[config.mk]
export PLATFORM = sky130hd
export DESIGN_NAME = ball_motion_flat
export DESIGN_NICKNAME = d
export VERILOG_FILES = /design/src/rtl/ball_motion_if.sv /design/src/rtl/ball_motion.sv /design/src/flat_wrapper.sv
export SDC_FILE = /design/constraint.sdc
export NUM_CORES = 1
export LEC_CHECK = 0
export ABC_AREA = 1
export ABC_CLOCK_PERIOD_IN_PS = 4100
export BUFFER_PORTS_ARGS = -buffer_cell sky130_fd_sc_hd__buf_2
export CORE_MARGIN = 10
export CORE_UTILIZATION = 59
export DETAILED_ROUTE_END_ITERATION = 12
export PLACE_DENSITY = 0.9
export SYNTH_ARGS = -nofsm -noshare
export SYNTH_HDL_FRONTEND = slang
export SYNTH_SLANG_ARGS = --single-unit
[constraint.sdc]
create_clock -name clk -period 4.1 [get_ports clk]
set_input_delay 0.615 -clock clk [delete_from_list [all_inputs] [get_ports clk]]
set_output_delay 0.615 -clock clk [all_outputs]
set_load 0.02 [all_outputs]
[src/rtl/ball_motion_if.sv]
// rtl/ball_motion_if.sv - Pong ball engine control/status bundle
// master drives the tick/serve/paddle inputs, slave is the ball engine.
interface ball_motion_if;
   logic       tick;
   logic       serve;
   logic       serve_dir;
   logic [9:0] lpaddle_y;
   logic [9:0] rpaddle_y;
   logic [9:0] ball_x;
   logic [9:0] ball_y;
   logic       collision;
   logic       score_l;
   logic       score_r;
   logic       in_play;

   modport master (
      output tick, serve, serve_dir, lpaddle_y, rpaddle_y,
      input  ball_x, ball_y, collision, score_l, score_r, in_play
   );

   modport slave (
      input  tick, serve, serve_dir, lpaddle_y, rpaddle_y,
      output ball_x, ball_y, collision, score_l, score_r, in_play
   );
endinterface

[src/rtl/ball_motion.sv]
// rtl/ball_motion.sv - Pong ball position/direction engine with wall and paddle reflection
// Optional BALL_AUTO_SERVE_EN: relaunch automatically toward the scorer after the hold.
module ball_motion #(
   parameter int H_RES          = 640,
   parameter int V_RES          = 480,
   parameter int BALL_SIZE      = 8,
   parameter int PADDLE_W       = 8,
   parameter int PADDLE_H       = 64,
   parameter int LEFT_PADDLE_X  = 16,
   parameter int RIGHT_PADDLE_X = 616,
   parameter int START_X        = 316,
   parameter int START_Y        = 236,
   parameter int HOLD_TICKS     = 64
) (
   input logic          clk,
   input logic          rst,
   ball_motion_if.slave bus
);
   typedef enum logic [1:0] {IDLE, MOVE, SCORED} state_t;

   localparam int HW = $clog2(HOLD_TICKS + 1);
   localparam logic [HW-1:0] HOLD_LAST = HW'(HOLD_TICKS - 1);
   localparam logic [9:0]  X0       = 10'(START_X);
   localparam logic [9:0]  Y0       = 10'(START_Y);
   localparam logic [10:0] BS11     = 11'(BALL_SIZE);
   localparam logic [10:0] PH11     = 11'(PADDLE_H);
   localparam logic [10:0] L_FACE   = 11'(LEFT_PADDLE_X + PADDLE_W);
   localparam logic [10:0] R_FACE   = 11'(RIGHT_PADDLE_X);
   localparam logic [10:0] X_MAX    = 11'(H_RES - BALL_SIZE);
   localparam logic [10:0] Y_MAX    = 11'(V_RES - BALL_SIZE);

   state_t        state, state_nxt;
   logic [9:0]    x_q, y_q, x_nxt, y_nxt;
   logic          dx_q, dy_q, dx_nxt, dy_nxt;   // dx 1 = right, dy 1 = down
   logic [HW-1:0] hold_q, hold_nxt;
   logic          coll_q, coll_nxt, scl_q, scl_nxt, scr_q, scr_nxt, play_q;
`ifdef BALL_AUTO_SERVE_EN
   logic          auto_q, auto_nxt, adir_q, adir_nxt;
`endif

   // Edge sums are 11 bits so paddle_y + PADDLE_H never wraps.
   logic [10:0] bx, by, lp, rp;
   logic        top_hit, bot_hit, l_hit, r_hit, l_miss, r_miss;
   assign bx      = {1'b0, x_q};
   assign by      = {1'b0, y_q};
   assign lp      = {1'b0, bus.lpaddle_y};
   assign rp      = {1'b0, bus.rpaddle_y};
   assign top_hit = (by == 11'd0) && !dy_q;
   assign bot_hit = (by == Y_MAX) && dy_q;
   assign l_hit   = !dx_q && (bx == L_FACE) && (by + BS11 > lp) && (by < lp + PH11);
   assign r_hit   = dx_q && (bx + BS11 == R_FACE) && (by + BS11 > rp) && (by < rp + PH11);
   assign l_miss  = (bx == 11'd0) && !dx_q;
   assign r_miss  = (bx == X_MAX) && dx_q;

   always_comb begin
      state_nxt = state;
      x_nxt     = x_q;
      y_nxt     = y_q;
      dx_nxt    = dx_q;
      dy_nxt    = dy_q;
      hold_nxt  = hold_q;
      coll_nxt  = 1'b0;
      scl_nxt   = 1'b0;
      scr_nxt   = 1'b0;
`ifdef BALL_AUTO_SERVE_EN
      auto_nxt  = auto_q;
      adir_nxt  = adir_q;
`endif
      case (state)
         IDLE: begin
            x_nxt = X0;
            y_nxt = Y0;
`ifdef BALL_AUTO_SERVE_EN
            if (auto_q || bus.serve) begin
               state_nxt = MOVE;
               dx_nxt    = auto_q ? adir_q : bus.serve_dir;
               dy_nxt    = 1'b0;
               auto_nxt  = 1'b0;
            end
`else
            if (bus.serve) begin
               state_nxt = MOVE;
               dx_nxt    = bus.serve_dir;
               dy_nxt    = 1'b0;
            end
`endif
         end
         MOVE: if (bus.tick) begin
            if (l_miss || r_miss) begin
               state_nxt = SCORED;
               hold_nxt  = '0;
               scr_nxt   = l_miss;
               scl_nxt   = r_miss;
`ifdef BALL_AUTO_SERVE_EN
               adir_nxt  = l_miss;
`endif
            end else begin
               dx_nxt   = l_hit ? 1'b1 : (r_hit ? 1'b0 : dx_q);
               dy_nxt   = top_hit ? 1'b1 : (bot_hit ? 1'b0 : dy_q);
               coll_nxt = l_hit || r_hit;
               x_nxt    = dx_nxt ? x_q + 10'd1 : x_q - 10'd1;
               y_nxt    = dy_nxt ? y_q + 10'd1 : y_q - 10'd1;
            end
         end
         SCORED: if (bus.tick) begin
            if (hold_q == HOLD_LAST) begin
               state_nxt = IDLE;
               hold_nxt  = '0;
               x_nxt     = X0;
               y_nxt     = Y0;
`ifdef BALL_AUTO_SERVE_EN
               auto_nxt  = 1'b1;
`endif
            end else begin
               hold_nxt = hold_q + HW'(1);
            end
         end
         default: state_nxt = IDLE;
      endcase
   end

   always_ff @(posedge clk) begin
      if (!rst) begin
         state  <= IDLE;
         x_q    <= X0;
         y_q    <= Y0;
         dx_q   <= 1'b1;
         dy_q   <= 1'b0;
         hold_q <= '0;
         coll_q <= 1'b0;
         scl_q  <= 1'b0;
         scr_q  <= 1'b0;
         play_q <= 1'b0;
`ifdef BALL_AUTO_SERVE_EN
         auto_q <= 1'b0;
         adir_q <= 1'b0;
`endif
      end else begin
         state  <= state_nxt;
         x_q    <= x_nxt;
         y_q    <= y_nxt;
         dx_q   <= dx_nxt;
         dy_q   <= dy_nxt;
         hold_q <= hold_nxt;
         coll_q <= coll_nxt;
         scl_q  <= scl_nxt;
         scr_q  <= scr_nxt;
         play_q <= (state_nxt == MOVE);
`ifdef BALL_AUTO_SERVE_EN
         auto_q <= auto_nxt;
         adir_q <= adir_nxt;
`endif
      end
   end

   assign bus.ball_x    = x_q;
   assign bus.ball_y    = y_q;
   assign bus.collision = coll_q;
   assign bus.score_l   = scl_q;
   assign bus.score_r   = scr_q;
   assign bus.in_play   = play_q;
endmodule

[src/flat_wrapper.sv]
// flat-port wrapper written by rule: the top's interface ports become plain ports
module ball_motion_flat 
#(
   parameter int H_RES          = 640,
   parameter int V_RES          = 480,
   parameter int BALL_SIZE      = 8,
   parameter int PADDLE_W       = 8,
   parameter int PADDLE_H       = 64,
   parameter int LEFT_PADDLE_X  = 16,
   parameter int RIGHT_PADDLE_X = 616,
   parameter int START_X        = 316,
   parameter int START_Y        = 236,
   parameter int HOLD_TICKS     = 64
)
  (clk, rst, bus_tick, bus_serve, bus_serve_dir, bus_lpaddle_y, bus_rpaddle_y, bus_ball_x, bus_ball_y, bus_collision, bus_score_l, bus_score_r, bus_in_play);
  ball_motion_if bus_i ();
  input logic clk;
  input logic rst;
  input wire logic [$bits(bus_i.tick)-1:0] bus_tick;
  input wire logic [$bits(bus_i.serve)-1:0] bus_serve;
  input wire logic [$bits(bus_i.serve_dir)-1:0] bus_serve_dir;
  input wire logic [$bits(bus_i.lpaddle_y)-1:0] bus_lpaddle_y;
  input wire logic [$bits(bus_i.rpaddle_y)-1:0] bus_rpaddle_y;
  output wire logic [$bits(bus_i.ball_x)-1:0] bus_ball_x;
  output wire logic [$bits(bus_i.ball_y)-1:0] bus_ball_y;
  output wire logic [$bits(bus_i.collision)-1:0] bus_collision;
  output wire logic [$bits(bus_i.score_l)-1:0] bus_score_l;
  output wire logic [$bits(bus_i.score_r)-1:0] bus_score_r;
  output wire logic [$bits(bus_i.in_play)-1:0] bus_in_play;
  assign bus_i.tick = bus_tick;
  assign bus_i.serve = bus_serve;
  assign bus_i.serve_dir = bus_serve_dir;
  assign bus_i.lpaddle_y = bus_lpaddle_y;
  assign bus_i.rpaddle_y = bus_rpaddle_y;
  assign bus_ball_x = bus_i.ball_x;
  assign bus_ball_y = bus_i.ball_y;
  assign bus_collision = bus_i.collision;
  assign bus_score_l = bus_i.score_l;
  assign bus_score_r = bus_i.score_r;
  assign bus_in_play = bus_i.in_play;
  ball_motion #(.H_RES(H_RES), .V_RES(V_RES), .BALL_SIZE(BALL_SIZE), .PADDLE_W(PADDLE_W), .PADDLE_H(PADDLE_H), .LEFT_PADDLE_X(LEFT_PADDLE_X), .RIGHT_PADDLE_X(RIGHT_PADDLE_X), .START_X(START_X), .START_Y(START_Y), .HOLD_TICKS(HOLD_TICKS)) u_core (.clk(clk), .rst(rst), .bus(bus_i));
endmodule
# Yosys cells after proc, flatten, opt, wreduce, memory -nomap -nowiden
# Cells that the tools add are included.
# op_classes
reduce_logical	25
muxes	35
order_cmp	4
addsub	9
bitwise_logic	3
n_eq_ne	14
# ops
operator	n
$mux 10	10
$pmux 10 s3	2
$mux 7	4
$add 10x4->11 const B	2
$add 10x7->11 const B	2
$gt 11x10->1	2
$logic_not 11->1	2
$lt 10x11->1	2
$add 10x1->10 const B	2
$sub 10x1->10 const B	2
$pmux 7 s2	1
$reduce_and 4->1	3
$eq 11x10->1 const B	1
$eq 10x10->1 const B	1
$eq 10x5->1 const B	1
$eq 10x9->1 const B	1
$logic_and 1x1->1	10
$mux 1	10
$mux 2	5
$ne 2x2->1 const B	4
$add 7x1->7 const B	1
$eq 7x6->1 const B	1
$pmux 2 s3	1
$reduce_and 5->1	1
other kinds (11)	19
# totals
reg_bits	35
in_bits	25

# Depth between registers and ports, before layout
# Gate-level depths: netlist of the first run.
# depth
ltp_word	11
ltp_mapped	24
mapped_depth_nobuf	24

# Least setup slack after synthesis of the first run
# Ideal clock, no wire load.
# synth_path
path_type	reg2reg
start	register u_core.y_q[3], in the netlist u_core.bus.ball_y[3]
end	register u_core.x_q[8], in the netlist u_core.bus.ball_x[8]
t_required_ns	3.962
setup_slack_ns	0.429
arrival_ns	3.533
stages_incl_launch_ff	23
path_cell_list	dfxtp_1 ha_1 nand2_1 nor2_1 nand2_1 xor2_1 inv_1 ha_1 nand3_1 nor3_1 nand3b_1 nand4_1 nand2_1 nand2_2 inv_1 ha_1 inv_1 o31ai_1 nand2_1 o311ai_0 xor2_1 o21ai_0 o211ai_1
# synth_via
elab_chain_cells	10
elab_cells_between_ends	15
# synth_lines
element	line_no	source
start, declared	ball_motion.sv:33	logic [9:0] x_q, y_q, x_nxt, y_nxt;
start signal, assigned	ball_motion.sv:141	y_q <= y_nxt;
$add 10x4->11	ball_motion.sv:50, ball_motion.sv:51	
$gt 11x10->1	ball_motion.sv:51	assign r_hit = dx_q && (bx + BS11 == R_FACE) && (by + BS11 > rp) && (by < rp + PH11);
$logic_and 1x1->1 (2 in series)	ball_motion.sv:51	
$mux 1	ball_motion.sv:98	dx_nxt = l_hit ? 1'b1 : (r_hit ? 1'b0 : dx_q);
$mux 1 *	ball_motion.sv:98	
$mux 10 *	ball_motion.sv:101	x_nxt = dx_nxt ? x_q + 10'd1 : x_q - 10'd1;
$mux 10 *	ball_motion.sv:89	if (l_miss || r_miss) begin
$mux 10 *	ball_motion.sv:88	MOVE: if (bus.tick) begin
$pmux 10 s3 *	ball_motion.sv:69	case (state)
end signal, assigned	ball_motion.sv:140	x_q <= x_nxt;
end, declared	ball_motion.sv:33	
# Every way passes the cells marked *; elsewhere a longest branch is shown, timed or not. The select of a mux whose other input is x is not followed.
# A chain may end at the register's enable or synchronous reset.

# Worst setup path after layout of the first run
# Same ends and word-level chain as after synthesis.

==> results of run 1 <==
## power groups by stage
stage,logic (mW),registers [mW],clock network (mW)
floorplan,0.164,0.377,0
global placement,0.231,0.370,0
detailed placement,0.242,0.371,0
CTS,0.244,0.363,0.262
global route,0.281,0.365,0.280
finish,0.251,0.364,0.263
## layout by cell type (no fill, tap or decap), types with 2 or more instances in the layout
| cell type | synthesis | layout |
|---|---|---|
| dfxtp_2 | 0 | 4 |
| nor2_1 | 42 | 42 |
| ha_1 | 55 | 55 |
| o22ai_1 | 4 | 4 |
| a21oi_1 | 41 | 41 |
| nand2_1 | 94 | 94 |
| nor3_4 | 2 | 2 |
| clkbuf_8 | 0 | 5 |
| nand2_2 | 6 | 6 |
| o21ai_1 | 2 | 3 |
| nand3_2 | 2 | 2 |
| a21o_1 | 7 | 7 |
| nor3_1 | 14 | 14 |
| dfxtp_1 | 35 | 31 |
| o21ai_0 | 17 | 16 |
| or2_0 | 2 | 2 |
| o21bai_1 | 5 | 5 |
| nand4_1 | 10 | 10 |
| fa_1 | 2 | 2 |
| buf_4 | 2 | 7 |
| inv_1 | 83 | 83 |
| xor2_1 | 15 | 15 |
| buf_2 | 1 | 48 |
| o211ai_1 | 5 | 5 |
| clkinvlp_4 | 0 | 2 |
| xnor2_1 | 4 | 4 |
| nor2_4 | 2 | 2 |
| nor2_2 | 4 | 4 |
| nand3_1 | 36 | 36 |
## worst max path at each step
| stage | from | to | slack [ns] | cells past startpoint |
|---|---|---|---|---|
| finish | u_core.bus.ball_y[3]$_SDFFE_PN1P_ | u_core.bus.ball_x[8]$_SDFFE_PN1P_ | 0.22 | 21 |
| floorplan | u_core.bus.ball_y[3]$_SDFFE_PN1P_ | u_core.bus.ball_x[8]$_SDFFE_PN1P_ | 0.43 | 22 |
| global route | u_core.bus.ball_y[3]$_SDFFE_PN1P_ | u_core.bus.ball_x[6]$_SDFFE_PN0P_ | -0.08 | 23 |
| detailed placement | u_core.bus.ball_y[3]$_SDFFE_PN1P_ | u_core.bus.ball_x[8]$_SDFFE_PN1P_ | 0.16 | 21 |
| CTS | u_core.bus.ball_y[3]$_SDFFE_PN1P_ | u_core.bus.ball_x[8]$_SDFFE_PN1P_ | 0.08 | 21 |
| global placement | u_core.bus.ball_y[5]$_SDFFE_PN1P_ | u_core.bus.ball_x[8]$_SDFFE_PN1P_ | 0.32 | 20 |
## worst register-to-register path, stage by stage (launching register included)
cell and delay, ns:
dfxtp_2 0.40, buf_4 0.15, nand3_2 0.14, nor2_1 0.18, xor2_1 0.27, ha_1 0.30
a21oi_1 0.19, o21bai_1 0.08, nor2_1 0.08, nand2_1 0.06, nand4_1 0.08, nand2_1 0.11
nand2_2 0.12, inv_1 0.16, ha_1 0.34, a21oi_1 0.24, o31ai_4 0.13, nand2_1 0.08
o311ai_0 0.17, xor2_1 0.19, o21ai_0 0.19, o211ai_1 0.10
## registers in the layout (all words and copies together), names as in the netlist
register and count:
u_core.state 2, u_core.bus.in_play 1, u_core.bus.ball_x 10, u_core.dy_q 1
u_core.bus.collision 1, u_core.dx_q 1, u_core.bus.score_l 1, u_core.bus.score_r 1
u_core.bus.ball_y 10, u_core.hold_q 7
## layer usage
metal	share of wire, %	GRT usage [%]
met1	40	22.7
met2	49	32.8
met3	8.3	4.05
met4	2.3	7.78
met5	0	0
## logic make-up (layout without fill, tap and decap cells)
logic type	Yosys count	count (layout)	share of synthesized area [%]
AND/OR/NAND/NOR	217	217	28.6
AO/OA/AOI/OAI	89	89	15.6
buffers and inverters	89	147	9.87
adder cells (fa/ha/maj)	57	57	21.0
flip-flops	35	35	20.2
XOR/XNOR	19	19	4.79
## layout make-up
class	instances	area (um^2)	share of cell area (%)
Tap cell	72	90.1	2.29
Timing Repair Buffer	55	293	7.43
Clock buffer	5	68.8	1.75
Sequential cell	35	706	17.9
Inverter	84	315	8.01
Clock inverter	3	23.8	0.604
Multi-Input combinational cell	382	2440	62.0
## stage by stage
step | cell area, um^2 | total power [mW]
floorplan | 3470 | 0.541
global placement | 3830 | 0.601
detailed placement | 3830 | 0.613
CTS | 3920 | 0.870
global route | 3940 | 0.926
finish | 3940 | 0.878
==> results.py, run 1 <==
metrics = {
    "run_status": {
        "run_status": "completed",
    },
    "routing": {
        "drt_wl_total_um": 9590,
        "ant_nets": 0,
        "vias_per_cell": 5.75,
        "drc": 0,
        "first_iter_violations": 256,
        "detail_route.wl_per_cell_um": 15.1,
        "drtPass1Iterations": 5,
        "vias": 3660,
    },
    "run": {
        "maxCapViolations": 0,
    },
    "min_path": {
        "min_path_cells": 2,
        "hp-start": "u_core.hold_q[6]$_SDFFE_PN0P_",
        "hold-path-endpoint": "u_core.hold_q[6]$_SDFFE_PN0P_",
        "hold_path_class": "register to register",
    },
    "clock_network": {
        "cts_resized": 0,
        "cts_root_buffer": "clkbuf_8",
        "cts_buffers": 5,
        "clock-sinks": 35,
        "htreeDepth": 2,
        "worst_skew_pair.late_latency_ns": 0.29,
        "holdBufCountCts": 0,
        "cts.path.max_buffers": 2,
        "clk_pin_slew_worst_paths_ns": 0.08,
        "cts_setup_buffers": 0,
        "cts_tree": "done",
    },
    "logic_synthesis": {
        "syn-num-nets": 588,
        "netlist_instances": 506,
        "synth_seq_cells": 35,
        "yosysMostFrequentCell": "nand2_1",
        "async_flop_share_pct": 0,
        "avgSynthCellArea_um2": 6.86,
        "netlist_area_um2": 3470,
        "yosysWarnings": 0,
        "ys.flop_type": "dfxtp_1",
        "synth_commonest_cells": "nand2_1 (94), inv_1 (83), ha_1 (55)",
        "synth.largest_area_cell": "dfxtp_1",
        "seq_area_frac_synth_pct": 20.2,
        "synth_edf_count": 0,
        "synth_area_leaders": "dfxtp_1 (20%), ha_1 (20%), nand2_1 (10%)",
        "synth_top_area_share_pct": 20.2,
        "synth_cell_type_count": 38,
    },
    "setup_path": {
        "r2r_cells": 21,
        "r2r_slack_ns": 0.22,
        "cp.required_ns": 4.26,
        "r2r-start": "u_core.bus.ball_y[3]$_SDFFE_PN1P_",
        "critPathLaunchType": "register",
        "path_common_cell": "nand2_1",
        "crit_chain": "buf_4 -> nand3_2 -> nor2_1 -> xor2_1 -> ha_1 -> a21oi_1 -> o21bai_1 -> nor2_1 -> nand2_1 -> nand4_1 -> nand2_1 -> nand2_2 -> inv_1 -> ha_1 -> a21oi_1 -> o31ai_4 -> nand2_1 -> o311ai_0 -> xor2_1 -> o21ai_0 -> o211ai_1",
        "crit_fanout": 8,
        "critPathSlowestCell": "dfxtp_2",
        "end_kind": "register",
        "path_buf_inv": 2,
        "critPathTopFamily": "compound AO/OA/AOI/OAI gates",
        "crit_arrival_ns": 4.04,
        "critPathKind": "register to register",
        "slowest_delay_ns": 0.40,
        "timing.rr.end": "u_core.bus.ball_x[8]$_SDFFE_PN1P_",
    },
    "timing": {
        "fin_skew_ns": 0.00859,
        "fmax_mhz": 258,
        "fin_setup_tns_ns": 0,
        "finalMaxSlewViolations": 0,
        "rsz0062_at_grt": "yes",
        "post-route-min-period_ns": 3.88,
        "finalHoldViolations": 0,
        "setup_ws_ns": 0.219,
        "hold_slack_ns": 0.454,
        "setup-violations-final": 0,
        "relSlewSlack_pct": 68.0,
        "worstMarginPinSlew_ns": 0.475,
        "fin_crit_sh_pct": 94.7,
    },
    "power_and_ir_drop": {
        "p_leak_nw": 2.03,
        "power_density_nw_per_um2": 223,
        "p_int_mw": 0.564,
        "swShare_pct": 35.7,
        "pwr-share-clk_pct": 29.9,
        "seqPwrFrac_pct": 41.4,
        "ir_drop_mv": 0.164,
        "p_sw_mw": 0.313,
        "pwr-share-comb_pct": 28.6,
    },
    "placement": {
        "dpl.cell_count": 628,
        "gp_congestion": 0.980,
        "pre_cts_slack_ns": 0.164,
        "io_buffer_count": 48,
        "place_hpwl_um": 7780,
    },
    "global_routing": {
        "grt_pass1_wl_um": 15700,
        "antenna_found_initial": 0,
        "grtUsageTotal_pct": 19.2,
        "overflow": 0,
        "grt_max_degree": 18,
        "grt_pass1_vias": 3466,
    },
    "floorplan": {
        "ios": 49,
        "initial_core_util_pct": 61.9,
        "die_height_um": 96.7,
        "die_w_um": 96.7,
        "dieArea_um2": 9350,
        "rows": 27,
        "core-area_um2": 5610,
    },
    "cells_and_area": {
        "diodes": 0,
        "fill_cells": 471,
        "layoutNonFillerInstCount": 636,
        "area_growth_pct": 13.4,
        "final_util_pct": 70.2,
        "nets": 645,
        "layout-drive-gt1-share_pct": 15.8,
    },
}
No activity file was read; power rests on OpenSTA's default activity.
==> inputs of run 2 (changes only) <==
- ABC_AREA: 1 -> unset
- CORE_MARGIN: 10 -> unset
- CORE_UTILIZATION: 59 -> 58
- PLACE_DENSITY: 0.9 -> 0.89
==> run 2 against run 1 <==
The flow now finishes with violations (setup timing). Final area rose by 4.8%. Critical path type unchanged. Worst setup slack worse by 0.24 ns. Largest cell class unchanged. Clock skew down 0.0013 ns. Worst hold slack got worse by 0.017 ns. Combinational power is 6% higher. Cell count shrank 15%. Non-clock buffer count up 23. Core utilization increased by 8.6 points.
==> results.py, run 2 <==
metrics = {
    "global_routing": {
        "grtUsageTotal_pct": 28.3,
        "use_met2_pct": 50.9,
        "met3_usage_pct": 4.67,
        "antenna_found_initial": 0,
        "overflow": 0,
        "grtUsageMet1_pct": 34.1,
        "busiest_layer": "met2",
        "grt_max_degree": 32,
        "grt_pass1_wl_um": 13700,
        "grt_pass1_vias": 3189,
    },
    "logic_synthesis": {
        "synth_commonest_cells": "ha_1 (55), dfxtp_1 (35), inv_1 (33)",
        "synth_area_leaders": "dfxtp_1 (22%), ha_1 (21%), xnor2_1 (4.6%)",
        "synth_seq_cells": 35,
        "yosysWarnings": 0,
        "ys.flop_type": "dfxtp_1",
        "netlist_area_um2": 3220,
        "avgSynthCellArea_um2": 8.18,
        "syn-num-nets": 476,
        "synth_edf_count": 0,
        "synth_cell_type_count": 64,
        "async_flop_share_pct": 0,
        "synth.largest_area_cell": "dfxtp_1",
        "yosysMostFrequentCell": "ha_1",
        "netlist_instances": 394,
        "seq_area_frac_synth_pct": 21.7,
        "synth_top_area_share_pct": 21.7,
    },
    "timing": {
        "setup_ws_ns": -0.0188,
        "rsz0062_at_grt": "yes",
        "post-route-min-period_ns": 4.12,
        "finalHoldViolations": 0,
        "finalMaxSlewViolations": 0,
        "setup-violations-final": 1,
        "relSlewSlack_pct": 50.9,
        "fin_skew_ns": 0.00733,
        "fmax_mhz": 243,
        "worstMarginPinSlew_ns": 0.730,
        "fin_crit_sh_pct": 100,
        "hold_slack_ns": 0.437,
    },
    "floorplan": {
        "dieArea_um2": 5860,
        "rows": 26,
        "ios": 49,
        "initial_core_util_pct": 61.5,
        "core-area_um2": 5240,
        "die_w_um": 76.5,
        "die_height_um": 76.5,
    },
    "routing": {
        "drc": 0,
        "vias_per_cell": 6.40,
        "vias": 3477,
        "first_iter_violations": 232,
        "drtPass1Iterations": 7,
        "detail_route.wl_per_cell_um": 18.4,
        "ant_nets": 0,
        "drt_wl_total_um": 9980,
    },
    "setup_path": {
        "crit_arrival_ns": 4.27,
        "cp.required_ns": 4.26,
        "r2r-start": "u_core.bus.ball_y[3]$_SDFFE_PN1P_",
        "crit_start": "u_core.bus.ball_y[3]$_SDFFE_PN1P_",
        "slowest_delay_ns": 0.39,
        "end_kind": "register",
        "path_common_cell": "o21ai_1",
        "critPathSlowestCell": "fa_2",
        "crit_chain": "ha_4 -> buf_6 -> xor2_4 -> ha_4 -> a211o_1 -> o211ai_1 -> a21oi_1 -> o21ai_1 -> a221o_1 -> a21oi_4 -> inv_2 -> fa_2 -> nor2b_1 -> o21ai_1 -> a21boi_1 -> o21ai_1 -> a21oi_1 -> xnor2_1 -> and3_1 -> o21ai_1",
        "critPathLaunchType": "register",
        "critPathKind": "register to register",
        "crit_fanout": 6,
    },
    "run_status": {
        "violations": "setup timing",
        "run_status": "finished, violations left",
    },
    "cells_and_area": {
        "diodes": 0,
        "layout_common_cells": "ha_1 (48), buf_2 (48), inv_1 (32), dfxtp_1 (31), nand2_1 (30)",
        "final_util_pct": 78.8,
        "area_growth_pct": 28.2,
        "layoutNonFillerInstCount": 543,
        "fill_cells": 327,
        "layout-drive-gt1-share_pct": 28.1,
        "nets": 554,
    },
    "power_and_ir_drop": {
        "ir_drop_mv": 0.315,
        "p_int_mw": 0.646,
        "p_sw_mw": 0.295,
        "pwr-share-clk_pct": 34.0,
        "swShare_pct": 31.4,
        "p_leak_nw": 1.83,
        "power_density_nw_per_um2": 228,
        "seqPwrFrac_pct": 37.9,
        "pwr-share-comb_pct": 28.1,
    },
    "placement": {
        "dpl.cell_count": 527,
        "gp_congestion": 0.906,
        "pre_cts_slack_ns": -0.0993,
        "place_hpwl_um": 6190,
        "io_buffer_count": 48,
    },
    "min_path": {
        "hp-start": "u_core.hold_q[6]$_SDFFE_PN0P_",
        "hold_path_class": "register to register",
    },
    "run": {
        "maxCapViolations": 0,
    },
    "clock_network": {
        "htreeDepth": 2,
        "cts_buffers": 5,
        "holdBufCountCts": 0,
        "cts_root_buffer": "clkbuf_8",
        "cts_tree": "done",
        "clock-sinks": 35,
        "worst_skew_pair.late_latency_ns": 0.29,
        "clk_pin_slew_worst_paths_ns": 0.08,
        "cts.path.max_buffers": 2,
    },
}
[run 2: changes by cell type after synthesis, sizes merged, moves of 8 or more]
cell and change:
nor2 -18, nand3 -17, xnor2 +13, nand2 -70, inv -51, o21ai -8
a21oi -13, nor2b +15, and3 +8
[run 2: cell families (layout without fill, tap and decap cells)]
family	Yosys count	after routing	share of synthesized area [%]
AO/OA/AOI/OAI	91	91	19.0
XOR/XNOR	29	29	7.88
adder cells (fa/ha/maj)	57	57	22.6
buffers and inverters	40	119	5.48
flip-flops	35	35	21.7
multiplexers	2	2	0.660
AND/OR/NAND/NOR	140	140	22.6
[run 2: cell type report]
class | count | area (um^2) | area share [%]
well taps | 70 | 87.6 | 2.12
clock inverters | 3 | 43.8 | 1.06
inverters | 33 | 124 | 3.00
clock buffers | 5 | 68.8 | 1.67
repair buffers | 78 | 497 | 12.0
multi-input cells | 319 | 2590 | 62.8
flip-flops and latches | 35 | 713 | 17.3
[run 2: power by group through the flow]
stage               Sequential (mW)  Clock [mW]  Combinational [mW]
finish                        0.357       0.320               0.265
detailed placement            0.365           0               0.216
global placement              0.365           0               0.207
global route                  0.357       0.335               0.288
floorplan                     0.372           0               0.146
CTS                           0.357       0.314               0.221
[run 2: metrics by stage]
stage	setup TNS (ns)	power (mW)	cell area [um^2]
final	-0.0188	0.941	4130
after global routing	-0.961	0.980	4130
after CTS	0	0.892	3810
after detailed placement	-0.220	0.581	3680
after global placement	0	0.572	3680
after floorplan	0	0.517	3240
[run 2: metal layers]
| metal | vias to the layer above | routed length, um | part of all wire (%) |
|---|---|---|---|
| li1 | 1583 | - | - |
| met1 | 1641 | 3940 | 39 |
| met2 | 200 | 4960 | 50 |
| met3 | 53 | 685 | 6.9 |
| met4 | 0 | 401 | 4.0 |
| met5 | - | 0 | 0 |
[run 2: repair_timing]
item,in CTS,in global routing
buffers inserted,0,8
setup endpoints to repair,4,6
pin swaps,1,34
endpoints found under the hold margin,0,0
gates resized for setup,4,45
[run 2: worst paths after layout]
check	end	slack (ns)	cells after the start
setup / recovery	u_core.bus.ball_x[8]$_SDFFE_PN1P_	-0.02	20
hold / removal	u_core.hold_q[6]$_SDFFE_PN0P_	0.44	2
setup reg to reg	u_core.bus.ball_x[8]$_SDFFE_PN1P_	-0.02	20
hold reg to reg	u_core.hold_q[6]$_SDFFE_PN0P_	0.44	2
[run 2: critical path, delay by kind of cell (launching register included)]
kind,cells,cell delay (ns)
adder cells (fa/ha/maj),3,0.85
buffers and inverters,2,0.20
XOR/XNOR,2,0.29
AO/OA/AOI/OAI,11,1.97
AND/OR/NAND/NOR,2,0.30
flip-flops,1,0.38
